## src/rtl/alu_seq_pkg.sv

```systemverilog
// Shared types, opcode map and IR field layout for the ALU step sequencer.
package alu_seq_pkg;

    typedef enum logic [2:0] {IDLE, T0, T1, T2, T3, T4, T5, T6} state_t;

    localparam int OPC_DEF_W = 5;

    localparam logic [OPC_DEF_W-1:0] OPC_ADD  = 5'b00011;
    localparam logic [OPC_DEF_W-1:0] OPC_SUB  = 5'b00100;
    localparam logic [OPC_DEF_W-1:0] OPC_AND  = 5'b00101;
    localparam logic [OPC_DEF_W-1:0] OPC_OR   = 5'b00110;
    localparam logic [OPC_DEF_W-1:0] OPC_ROR  = 5'b00111;
    localparam logic [OPC_DEF_W-1:0] OPC_ROL  = 5'b01000;
    localparam logic [OPC_DEF_W-1:0] OPC_SHR  = 5'b01001;
    localparam logic [OPC_DEF_W-1:0] OPC_SHRA = 5'b01010;
    localparam logic [OPC_DEF_W-1:0] OPC_SHL  = 5'b01011;
    localparam logic [OPC_DEF_W-1:0] OPC_MUL  = 5'b01111;
    localparam logic [OPC_DEF_W-1:0] OPC_DIV  = 5'b10000;

    function automatic logic is_long_op(input logic [OPC_DEF_W-1:0] opc);
        return (opc == OPC_MUL) || (opc == OPC_DIV);
    endfunction

    function automatic logic is_alu_op(input logic [OPC_DEF_W-1:0] opc);
        case (opc)
            OPC_ADD, OPC_SUB, OPC_AND, OPC_OR, OPC_ROR, OPC_ROL,
            OPC_SHR, OPC_SHRA, OPC_SHL:  return 1'b1;
            default:                     return is_long_op(opc);
        endcase
    endfunction

    // IR layout from the MSB down: opcode, ra, rb, rc, then unused low bits.
    function automatic int opc_lsb(input int data_w, input int opc_w);
        return data_w - opc_w;
    endfunction

    function automatic int ra_lsb(input int data_w, input int opc_w, input int ridx_w);
        return data_w - opc_w - ridx_w;
    endfunction

    function automatic int rb_lsb(input int data_w, input int opc_w, input int ridx_w);
        return data_w - opc_w - 2 * ridx_w;
    endfunction

    function automatic int rc_lsb(input int data_w, input int opc_w, input int ridx_w);
        return data_w - opc_w - 3 * ridx_w;
    endfunction

endpackage

```

## src/rtl/alu_step_sequencer_reg_sel_decoder.sv

```systemverilog
// Register index to one-hot select, gated by an enable.
module reg_sel_decoder #(
    parameter int NUM_REGS = 16,
    parameter int RIDX_W   = $clog2(NUM_REGS)
) (
    input  logic                en,
    input  logic [RIDX_W-1:0]   idx,
    output logic [NUM_REGS-1:0] sel
);
    for (genvar i = 0; i < NUM_REGS; i++) begin : g_sel
        assign sel[i] = en && (idx == RIDX_W'(i));
    end
endmodule

```

## src/rtl/alu_step_sequencer.sv

```systemverilog
// Hardwired control-step sequencer for register-to-register ALU instructions.
// Optional macro SINGLE_STEP_EN adds a step input gating every T0-T6 transition.
module alu_step_sequencer
    import alu_seq_pkg::*;
#(
    parameter int DATA_W      = 32,
    parameter int NUM_REGS    = 16,
    parameter int OPC_W       = 5,
    parameter int ALU_TIMEOUT = 64
) (
    input  logic                clk,
    input  logic                clr,
`ifdef SINGLE_STEP_EN
    input  logic                step,
`endif
    input  logic                start,
    input  logic [DATA_W-1:0]   ir_q,
    input  logic                mem_rdy,
    input  logic                alu_done,
    output logic                busy,
    output logic                done,
    output logic                illegal,
    output logic                pc_out,
    output logic                pc_increment,
    output logic                mar_in,
    output logic                pc_in,
    output logic                read,
    output logic                mdr_in,
    output logic                mdr_out,
    output logic                ir_in,
    output logic                y_in,
    output logic                zhigh_in,
    output logic                zlow_in,
    output logic                zhigh_out,
    output logic                zlow_out,
    output logic                hi_in,
    output logic                lo_in,
    output logic [NUM_REGS-1:0] r_in,
    output logic [NUM_REGS-1:0] r_out,
    output logic [OPC_W-1:0]    op_code
);
    localparam int RIDX_W  = $clog2(NUM_REGS);
    localparam int CNT_W   = $clog2(ALU_TIMEOUT + 1);
    localparam int OPC_LSB = opc_lsb(DATA_W, OPC_W);
    localparam int RA_LSB  = ra_lsb(DATA_W, OPC_W, RIDX_W);
    localparam int RB_LSB  = rb_lsb(DATA_W, OPC_W, RIDX_W);
    localparam int RC_LSB  = rc_lsb(DATA_W, OPC_W, RIDX_W);

    state_t            state, next_state;
    logic [CNT_W-1:0]  wait_cnt;
    logic              adv, fin, abort, cnt_inc;
    logic              rin_en, rout_en;
    logic [RIDX_W-1:0] rout_idx;
    logic              done_q, illegal_q;

    logic [OPC_W-1:0]  opcode;
    logic [RIDX_W-1:0] ra, rb, rc;
    logic              legal, long_op, timeout_hit;

    assign opcode  = ir_q[OPC_LSB +: OPC_W];
    assign ra      = ir_q[RA_LSB +: RIDX_W];
    assign rb      = ir_q[RB_LSB +: RIDX_W];
    assign rc      = ir_q[RC_LSB +: RIDX_W];
    assign legal   = is_alu_op(OPC_DEF_W'(opcode));
    assign long_op = is_long_op(OPC_DEF_W'(opcode));

    if (RC_LSB > 0) begin : g_unused
        logic unused_ir;
        assign unused_ir = ^ir_q[RC_LSB-1:0];
    end

`ifdef SINGLE_STEP_EN
    assign adv = step;
`else
    assign adv = 1'b1;
`endif

    // The last permitted wait cycle is the one where the count reads ALU_TIMEOUT-1.
    assign timeout_hit = (wait_cnt == CNT_W'(ALU_TIMEOUT - 1));

    always_comb begin
        next_state   = state;
        fin          = 1'b0;
        abort        = 1'b0;
        cnt_inc      = 1'b0;
        rin_en       = 1'b0;
        rout_en      = 1'b0;
        rout_idx     = rb;
        pc_out       = 1'b0;
        pc_increment = 1'b0;
        mar_in       = 1'b0;
        pc_in        = 1'b0;
        read         = 1'b0;
        mdr_in       = 1'b0;
        mdr_out      = 1'b0;
        ir_in        = 1'b0;
        y_in         = 1'b0;
        zhigh_in     = 1'b0;
        zlow_in      = 1'b0;
        zhigh_out    = 1'b0;
        zlow_out     = 1'b0;
        hi_in        = 1'b0;
        lo_in        = 1'b0;
        op_code      = '0;
        case (state)
            IDLE: if (start) next_state = T0;
            T0: begin
                pc_out       = 1'b1;
                pc_increment = 1'b1;
                mar_in       = 1'b1;
                zlow_in      = 1'b1;
                zhigh_in     = 1'b1;
                if (adv) next_state = T1;
            end
            T1: begin
                zlow_out = 1'b1;
                read     = 1'b1;
                mdr_in   = 1'b1;
                // PC loads only on the leaving cycle so a memory stall cannot bump it twice.
                if (mem_rdy && adv) begin
                    pc_in      = 1'b1;
                    next_state = T2;
                end
            end
            T2: begin
                mdr_out = 1'b1;
                ir_in   = 1'b1;
                if (adv) next_state = T3;
            end
            T3: begin
                if (legal) begin
                    rout_en = 1'b1;
                    y_in    = 1'b1;
                    if (adv) next_state = T4;
                end else if (adv) begin
                    next_state = IDLE;
                    abort      = 1'b1;
                end
            end
            T4: begin
                rout_en  = 1'b1;
                rout_idx = rc;
                op_code  = opcode;
                if (!long_op) begin
                    zlow_in  = 1'b1;
                    zhigh_in = 1'b1;
                    if (adv) next_state = T5;
                end else if (adv) begin
                    if (alu_done) begin
                        zlow_in    = 1'b1;
                        zhigh_in   = 1'b1;
                        next_state = T5;
                    end else if (timeout_hit) begin
                        next_state = IDLE;
                        abort      = 1'b1;
                    end else begin
                        cnt_inc = 1'b1;
                    end
                end
            end
            T5: begin
                zlow_out = 1'b1;
                lo_in    = long_op;
                rin_en   = !long_op;
                if (adv) begin
                    next_state = long_op ? T6 : IDLE;
                    fin        = !long_op;
                end
            end
            T6: begin
                zhigh_out = 1'b1;
                hi_in     = 1'b1;
                if (adv) begin
                    next_state = IDLE;
                    fin        = 1'b1;
                end
            end
            default: next_state = IDLE;
        endcase
    end

    always_ff @(posedge clk) begin
        if (clr) begin
            state     <= IDLE;
            done_q    <= 1'b0;
            illegal_q <= 1'b0;
            wait_cnt  <= '0;
        end else begin
            state     <= next_state;
            done_q    <= fin || abort;
            illegal_q <= abort;
            if (state != T4)  wait_cnt <= '0;
            else if (cnt_inc) wait_cnt <= wait_cnt + 1'b1;
        end
    end

    assign busy    = (state != IDLE);
    assign done    = done_q;
    assign illegal = illegal_q;

    reg_sel_decoder #(.NUM_REGS(NUM_REGS), .RIDX_W(RIDX_W)) u_rin_dec (
        .en  (rin_en),
        .idx (ra),
        .sel (r_in)
    );

    reg_sel_decoder #(.NUM_REGS(NUM_REGS), .RIDX_W(RIDX_W)) u_rout_dec (
        .en  (rout_en),
        .idx (rout_idx),
        .sel (r_out)
    );

endmodule

```

## config.mk

```make
export PLATFORM = sky130hd
export DESIGN_NAME = alu_step_sequencer
export DESIGN_NICKNAME = d
export VERILOG_FILES = /design/src/rtl/alu_seq_pkg.sv /design/src/rtl/alu_step_sequencer_reg_sel_decoder.sv /design/src/rtl/alu_step_sequencer.sv
export SDC_FILE = /design/constraint.sdc
export NUM_CORES = 1
export LEC_CHECK = 0
export CAP_MARGIN = 20
export CORE_MARGIN = 4
export CORE_UTILIZATION = 30
export DETAILED_ROUTE_END_ITERATION = 6
export PLACE_DENSITY = 0.86
export SYNTH_ARGS = -nofsm -noshare
export SYNTH_HDL_FRONTEND = slang
export SYNTH_HIERARCHICAL = 1
export SYNTH_SLANG_ARGS = --single-unit
```

## constraint.sdc

```tcl
create_clock -name clk -period 2.5 [get_ports clk]
set_input_delay 0.5 -clock clk [delete_from_list [all_inputs] [get_ports clk]]
set_output_delay 0.5 -clock clk [all_outputs]
set_load 0.03 [all_outputs]
```

==> flow_metrics.env, run 1 <==
export IMPL_drt_wirelength_per_cell_um=13.2
export IMPL_start_util_pct=31.8
export IMPL_tns_ns=-4.93
export IMPL_antenna_found_initial=0
export IMPL_clock_latency_ns=0.25
export IMPL_ios=92
export IMPL_synth_top_area_share_pct=20.2
export IMPL_yosys_area_share_simple_pct=50.2
export IMPL_synth_top_family_by_area="simple AND/OR/NAND/NOR gates"
export IMPL_cts_made_buffers=3
export IMPL_min_path_cells=1
export IMPL_grt_overflow=0
export IMPL_route_vias_total=1631
export IMPL_layout_min_cycle_time_ns=2.86
export IMPL_synth_common_cells="nor2_1, nand2_1, dfxtp_1"
export IMPL_cts_clk_slew_worst_paths_ns=0.06
export IMPL_ys_seq_area_share_pct=20.2
export IMPL_worst_path_buf_inv=2
export IMPL_vias_per_cell=5.05
export IMPL_nets=314
export IMPL_min_delay_start="wait_cnt[6]"
export IMPL_rsz0062_at_grt="true"
export IMPL_synthMostInstantiatedCell="nor2_1"
export IMPL_synth_distinct_cells=43
export IMPL_required_ns=2.00
export IMPL_die_x_um=70.9
export IMPL_synth_edf_count=0
export IMPL_syn_mean_instance_area_um2=6.79
export IMPL_path_max_fanout=4
export IMPL_arrival_ns=2.36
export IMPL_ctsRootBufferMaster="clkbuf_8"
export IMPL_rows=22
export IMPL_fp_dieArea_um2=5030
export IMPL_hold_class="flip-flop to flip-flop"
export IMPL_synth_main_ff_cell="dfxtp_1"
export IMPL_violations="setup timing"
export IMPL_synth_area_um2=1190
export IMPL_wl_um=4260
export IMPL_slew_viol_final=0
export IMPL_grt_pass1_wl_um=7010
export IMPL_skew_ns=0.00350
export IMPL_diodes=0
export IMPL_final_layout_size_suffix_gt1_share_pct=41.1
export IMPL_r2r_cells=6
export IMPL_max_vdd_ir_drop_mv=0.248
export IMPL_r2r_start="state[2]"
export IMPL_drtAntennaViolNets=0
export IMPL_status="finished, violations left"
export IMPL_power_per_cell_area_nw_per_um2=273
export IMPL_postLayoutSetupSlackWorst_ns=-0.357
export IMPL_synth_area_leaders="dfxtp_1, nor2_1, nand2_1"
export IMPL_max_freq_mhz=350
export IMPL_crit_chain="buf_6 > or4b_4 > a21o_1 > a21oi_4 > nand2b_4 > or3b_4 > nor3_4 > buf_6"
export IMPL_start_kind="input pin"
export IMPL_syn_nets=213
export IMPL_setup_violations=30
export IMPL_yosysTopAreaCell="dfxtp_1"
export IMPL_tightest_slew_ns=0.596
export IMPL_drv_cap=0
export IMPL_grt_pass1_vias=1634
export IMPL_synth_xor_area_share_pct=0
export IMPL_clock_path_buffers=2
export IMPL_cts_htree_levels=1
export IMPL_maxSlewHeadroom_pct=60.0
export IMPL_cpPeakStageDelay_ns=0.54
export IMPL_synthToLayoutAreaGrowth_pct=103
export IMPL_cp_common_cell="buf_6"
export IMPL_end_kind="primary output"
export IMPL_drt_pass1_iter_count=4
export IMPL_synth_compound_area_share_pct=19.3
export IMPL_r2r_slack_ns=0.57
export IMPL_crit_type="input pin to primary output"
export IMPL_min_to="wait_cnt[6]"
export IMPL_fill_cells=328
export IMPL_synth_seq_cells=12
export IMPL_post_synth_inst_count=175
export IMPL_place_ws_ns=-0.836
export IMPL_synthArstFlopShare_pct=0
export IMPL_hold_viol=0
export IMPL_cts_tree="done"
export IMPL_cpLargestDelayFamily="simple AND/OR/NAND/NOR gates"
export IMPL_drtIter0Drc=39
export IMPL_drc_errors=0
export IMPL_cts_sinks=12
export IMPL_fin_crit_sh_pct=114
export IMPL_synth_mux_area_fraction_pct=0.842
export IMPL_leakage_nw=0.980
export IMPL_core_area_um2=3740
export IMPL_io_buffer_count=76
export IMPL_cp_num_cells=8
export IMPL_r2r_end="wait_cnt[3]"
export IMPL_synth_adder_area_share_pct=1.05
export IMPL_ys_warn_count=6
export IMPL_grt_total_usage_pct=16.6
export IMPL_routabilityCongestion=0.795
export IMPL_die_h_um=70.9
export IMPL_crit_path_top_delay_cell="or4b_4"
export IMPL_grt_max_degree=12
export IMPL_dp_final_hpwl_um=3440
## cells by family after synthesis
kind of cell,Yosys count
compound gates,33
fa+ha+maj,1
buf+inv,17
flops,12
mux,1
simple gates,111
## repair_timing
item / in CTS / in global routing
setup buffers: 2 / 2
gates resized for setup: 82 / 37
pin swaps: 6 / 8
setup endpoints to repair: 34 / 38
hold buffers: 0 / 0
## power by group
group / internal (mW) / switching, mW / total, mW
combinational: 0.110 / 0.126 / 0.236
sequential: 0.196 / 0.00606 / 0.202
clock: 0.140 / 0.0813 / 0.221
total: 0.445 / 0.214 / 0.659
## state kept, by name (all words and copies together) (netlist names)
register,count
done,1
illegal,1
state,3
wait_cnt,7
## layer usage
metal	vias to the layer above	part of all wire [%]	GRT usage, %
li1	818	-	-
met4	0	0.66	2.51
met1	746	41	19.0
met2	62	51	31.6
met5	-	0	0
met3	5	8.1	3.69
## how the worst max path moves through the flow
stage               startpoint        to  slack, ns
floorplan             ir_q[28]  r_out[1]      -0.47
global placement      ir_q[29]  r_out[0]      -0.77
detailed placement    ir_q[29]  r_out[1]      -0.84
CTS                   ir_q[27]  r_out[0]      -0.43
global route          ir_q[27]  r_out[0]      -0.41
finish                ir_q[27]  r_out[0]      -0.36
## cells in the final DEF (no fill, tap or decap), types with 5 or more instances in the layout
| master | n |
|---|---|
| nand2b_1 | 8 |
| nand2_1 | 24 |
| nor2_1 | 16 |
| dfxtp_1 | 11 |
| nor2_4 | 12 |
| clkdlybuf4s50_1 | 30 |
| buf_6 | 26 |
| and2_1 | 6 |
| buf_4 | 38 |
| a31oi_1 | 5 |
| a21oi_1 | 8 |
| nand3_1 | 5 |
| buf_2 | 9 |
| nand3b_1 | 7 |
## layout make-up
type / count / area (um2) / area share, %
Clock buffer: 4 / 55.1 / 2.28
Multi-Input combinational cell: 146 / 1050 / 43.4
Sequential cell: 12 / 241 / 10.0
Tap cell: 48 / 60.1 / 2.49
Timing Repair Buffer: 109 / 992 / 41.2
Inverter: 4 / 15.0 / 0.623
## per-stage QoR
| step | instance area, um2 | hold WS, ns | power, mW | instances | utilization (%) |
|---|---|---|---|---|---|
| 5_1_grt | 2410 | 0.470 | 0.686 | 323 | 64.4 |
| 3_3_place_gp | 2230 | 0.427 | 0.432 | 315 | 59.6 |
| 6_report | 2410 | 0.455 | 0.659 | 323 | 64.4 |
| 4_1_cts | 2400 | 0.453 | 0.660 | 321 | 64.1 |
| 3_5_place_dp | 2230 | 0.445 | 0.436 | 315 | 59.6 |
| 2_1_floorplan | 1340 | 0.423 | 0.332 | 175 | - |
No activity file was read; power rests on OpenSTA's default activity.
==> inputs of run 2 (changes only) <==
--- a/config.mk
+++ b/config.mk
@@ -8,6 +8,7 @@
 export CAP_MARGIN = 20
 export CORE_MARGIN = 4
 export CORE_UTILIZATION = 30
+export CTS_CLUSTER_SIZE = 24
 export DETAILED_ROUTE_END_ITERATION = 6
 export PLACE_DENSITY = 0.86
 export SYNTH_ARGS = -nofsm -noshare
==> results of run 2 <==
The final DEF is identical to that of run 1; final timing and power are the same.
==> RTL change 1 (settings of run 2) <==
`NUM_REGS` is set to 16 in 2 places; all go to 32.
--- a/src/rtl/alu_step_sequencer_reg_sel_decoder.sv
+++ b/src/rtl/alu_step_sequencer_reg_sel_decoder.sv
@@ -1,6 +1,6 @@
 // Register index to one-hot select, gated by an enable.
 module reg_sel_decoder #(
-    parameter int NUM_REGS = 16,
+    parameter int NUM_REGS = 32,
     parameter int RIDX_W   = $clog2(NUM_REGS)
 ) (
     input  logic                en,
--- a/src/rtl/alu_step_sequencer.sv
+++ b/src/rtl/alu_step_sequencer.sv
@@ -4,7 +4,7 @@
     import alu_seq_pkg::*;
 #(
     parameter int DATA_W      = 32,
-    parameter int NUM_REGS    = 16,
+    parameter int NUM_REGS    = 32,
     parameter int OPC_W       = 5,
     parameter int ALU_TIMEOUT = 64
 ) (
Ports: changed (resized r_in and r_out); port bits go from 92 to 124. No check against the original RTL was run, so the function may have changed too.
==> RTL change 1 against run 2 <==
  * The run still ends with setup timing left
  * Design area is 34% higher
  * Sequential cell count unchanged
  * Routed wire length increased by 50%
  * Hold slack got worse by 14 ps
  * Power up 5.6%
  * Synthesized cell count is 23% higher
  * Setup slack better by 41 ps
  * Area after synthesis up 20%
  * Combinational power rose by 17%
  * Critical endpoint is now r_out[3]
  * Largest cell class is now non-clock buffers
  * Largest power group unchanged
==> RTL change 1: results (changes against run 2) <==
Global route
  • GRT Overall Usage: 21.7% (was 16.6%)
  • Largest net degree at the start of global routing: 10 (was 12)

Final layout
  • Layout cells sized above 1: 53.9% (was 41.1%)

Critical path
  • CP max stage delay: 560 ps (was 540 ps)
  • R2r startpoint: state[1] (was state[2])
  • Critical path arrival: 2320 ps (was 2360 ps)
  • Flop-to-flop setup slack: 610 ps (was 570 ps)
  • Number of cells on the worst reg-to-reg path: 7 (was 6)

Route
  • Final WL: 6.41 mm (was 4.26 mm)
  • Initial DRC Count: 93 (was 39)
  • Routed via count: 2,092 (was 1,631)
  • Routed vias/inst: 5.05 (about the same)

STA
  • Skew final: 7.29 ps (was 3.50 ps)
  • Max-slew violation count: 0 (unchanged)
  • Setup Viol. Count Final: 65 (was 30)
  • Rel. slew slack: 63.6% (was 60.0%)
  • Setup tns final: -11,640 ps (was -4930 ps)
  • Final setup margin: -315 ps (was -357 ps)

Synthesis
  • Netlist cell types: 44 (was 43)
  • Cell count after synthesis: 215 (was 175)
  • Syn Nets: 253 (was 213)
  • Area contributors post-synth: nor2_1, dfxtp_1, nand2_1, nand4bb_1, nand4b_1 (was dfxtp_1, nor2_1, nand2_1, nand2b_1, buf_4)
  • Seq/Total Area, Yosys: 16.8% (was 20.2%)

Place
  • Routability Congestion: 0.832 (was 0.795)
  • Hpwl dp: 4.71 mm (was 3.44 mm)
  • Placed Area: 2830 µm² (was 2230 µm²)
  • Dpl ws: -877 ps (was -836 ps)

Outcome
  • Failing checks: setup timing (unchanged)
  • Status: finished, violations left (unchanged)

Power and ir drop
  • Lkg Pwr: 1.36 nW (was 0.980 nW)
  • Max VDD drop: 0.000244 V (was 0.000248 V)

CTS
  • CTS resizes: 241 (was 82)
  • Setup bufs post-CTS: 11 (was 2)

Worst hold path
  • Hold Path Depth: 2 (was 1)
## RTL change 1: cell types whose count changed after synthesis, sizes merged, moves of 4 or more
cell	delta
nor2	+45
a31oi	-4
clkbuf	+6
nand3	-4
nand4	+4
nand4bb	+6
nand3b	-6
nand4b	+7
nor3	-5
## RTL change 1: cell families (layout without fill, tap and decap cells)
group                    count (synthesis)  in the layout  share of synthesized area, %
flip-flops                              12             12                          16.8
AO/OA/AOI/OAI                           19             19                          12.5
adder cells (fa/ha/maj)                  1              1                         0.876
XOR/XNOR                                 4              4                          2.45
multiplexers                             3              3                          2.10
AND/OR/NAND/NOR                        154            155                          55.9
buffers and inverters                   22            168                          9.37
## RTL change 1: layout make-up
class,instances,area (µm²)
repair buffers,160,1490
well taps,52,65.1
multi-input cells,182,1370
fillers,328,1240
inverters,4,15.0
clock buffers,4,55.1
flip-flops and latches,12,240
## RTL change 1: layer usage
metal / part of all wire, % / GRT usage [%] / vias up
met2: 55 / 41.4 / 54
met4: 2.2 / 8.19 / 0
met5: 0 / 0 / -
li1: - / - / 1028
met3: 3.7 / 3.04 / 11
met1: 39 / 24.0 / 999
## RTL change 1: where the power goes
group / internal, W / switching, W
sequential: 0.000195 / 0.00000736
clock: 0.000139 / 0.0000779
combinational: 0.000124 / 0.000152
total: 0.000459 / 0.000237
## RTL change 1: how the worst max path moves through the flow
| stage | start | endpoint | slack [ps] | depth (start not counted) |
|---|---|---|---|---|
| floorplan | ir_q[28] | r_out[0] | -240 | 6 |
| global placement | ir_q[28] | r_in[11] | -830 | 7 |
| detailed placement | ir_q[28] | r_in[11] | -880 | 7 |
| CTS | ir_q[29] | r_out[1] | -400 | 8 |
| global route | ir_q[27] | r_out[3] | -410 | 8 |
| finish | ir_q[27] | r_out[3] | -320 | 8 |
==> RTL change 2 (flow settings as in run 2) <==
Made on the original files. Re-encode `state_t` (8 states) as Gray code, 3 bits wide.
--- a/src/rtl/alu_seq_pkg.sv
+++ b/src/rtl/alu_seq_pkg.sv
@@ -1,7 +1,7 @@
 // Shared types, opcode map and IR field layout for the ALU step sequencer.
 package alu_seq_pkg;
 
-    typedef enum logic [2:0] {IDLE, T0, T1, T2, T3, T4, T5, T6} state_t;
+    typedef enum logic [2:0] {IDLE = 3'b000, T0 = 3'b001, T1 = 3'b011, T2 = 3'b010, T3 = 3'b110, T4 = 3'b111, T5 = 3'b101, T6 = 3'b100} state_t;
 
     localparam int OPC_DEF_W = 5;
 
Behaviour: same outputs for any inputs over 10 cycles, from zero or initial values; not proved beyond that.
==> RTL change 2 against run 2 <==
  * The run still ends with setup timing left
  * Non-clock buffer count rose by 4
  * Critical endpoint unchanged
  * Sequential share of layout area fell by 0.27 points
  * Design area rose by 2.2%
  * Routed wire length rose by 9.3%
  * Power rose by 9.0%
  * Hold slack improved by 9.2 ps
  * Setup slack improved by 0.98 ps
  * Sequential cell count did not move
  * Combinational power rose by 27%
  * Core utilization rose by 2.9 points
  * Largest cell class unchanged
  * Highest routed layer unchanged
  * Area after synthesis fell by 4.3%
==> RTL change 2: results (changes against run 2) <==
Route
  • Initial DRC Count: 36 (was 39)
  • Routed vias/inst: 5.12 (was 5.05)
  • Final WL: 4.66 mm (was 4.26 mm)

STA
  • Final setup margin: -356 ps (was -357 ps)
  • Least-Margin Pin Slew: 649 ps (was 596 ps)
  • Setup Viol. Count Final: 28 (was 30)
  • Skew final: 2.61 ps (was 3.50 ps)
  • Hold Worst Slack: 465 ps (was 455 ps)
  • Setup tns final: -4730 ps (was -4930 ps)

Power and ir drop
  • Int Power: 0.000471 W (was 0.000445 W)
  • Flop pwr share: 28.3% (was 30.6%)
  • Comb group: 0.000300 W (was 0.000236 W)
  • Lkg Pwr: 0.962 nW (was 0.980 nW)
  • Max VDD drop: 0.000153 V (was 0.000248 V)

Critical path
  • R2r startpoint: wait_cnt[0] (was state[2])

Global route
  • Met3 Track Usage GR: 5.22% (was 3.69%)
  • GRT Overall Usage: 18.2% (was 16.6%)
  • Grt met1 use: 18.0% (was 19.0%)
  • Number of global-route vias before repair: 1,565 (was 1,634)
  • Met2 Use GR: 33.1% (was 31.6%)

Synthesis
  • Syn Nets: 201 (was 213)
  • Synth cell count leaders: nor2_1, nand2_1, dfxtp_1 (unchanged)
  • Area contributors post-synth: dfxtp_1, nor2_1, nand2_1, xnor2_1, nor3_1 (was dfxtp_1, nor2_1, nand2_1, nand2b_1, buf_4)
  • Avg Cell Area, Syn: 6.98 µm² (was 6.79 µm²)
  • Seq/Total Area, Yosys: 21.1% (was 20.2%)
  • Netlist cell types: 41 (was 43)

Final layout
  • Layout cells sized above 1: 48.0% (was 41.1%)
  • Fill count: 294 (was 328)
  • Final std cells w/o fill: 317 (was 323)
  • Layout Nets: 308 (was 314)

Outcome
  • Failing checks: setup timing (unchanged)
  • Status: finished, violations left (unchanged)

Place
  • Hpwl dp: 3.27 mm (was 3.44 mm)
  • Routability Congestion: 0.853 (was 0.795)
  • Dpl ws: -894 ps (was -836 ps)
[RTL change 2: area by class of cell]
| class | instances | share of cell area, % |
|---|---|---|
| sequential | 12 | 9.75 |
| inverter | 2 | 0.305 |
| multi-input combinational | 138 | 43.4 |
| clock buffer | 4 | 2.23 |
| tap | 48 | 2.44 |
| timing repair buffer | 113 | 41.9 |
[RTL change 2: repair_timing]
item                                    4_1_cts  5_1_grt
hold buffers                                  0        0
endpoints found under the setup margin       40       38
gates resized for setup                     148       36
buffers inserted                              6        1
pin swaps                                    14        8
[RTL change 2: cell families after synthesis]
kind of cell               synth area share, %
DFF                                       21.1
buffers and inverters                     6.27
and+or+nand+nor                           54.6
AOI/OAI and AO/OA                         11.4
muxes                                    0.880
xor gates and xnor gates                  4.62
adders and majority gates                 1.10
[RTL change 2: critical path, stage by stage]
cell,delay (ps)
buf_6,90
or4b_4,560
a21oi_4,160
o21ai_2,100
a21oi_2,160
or3b_4,480
nor3_4,140
buf_6,150
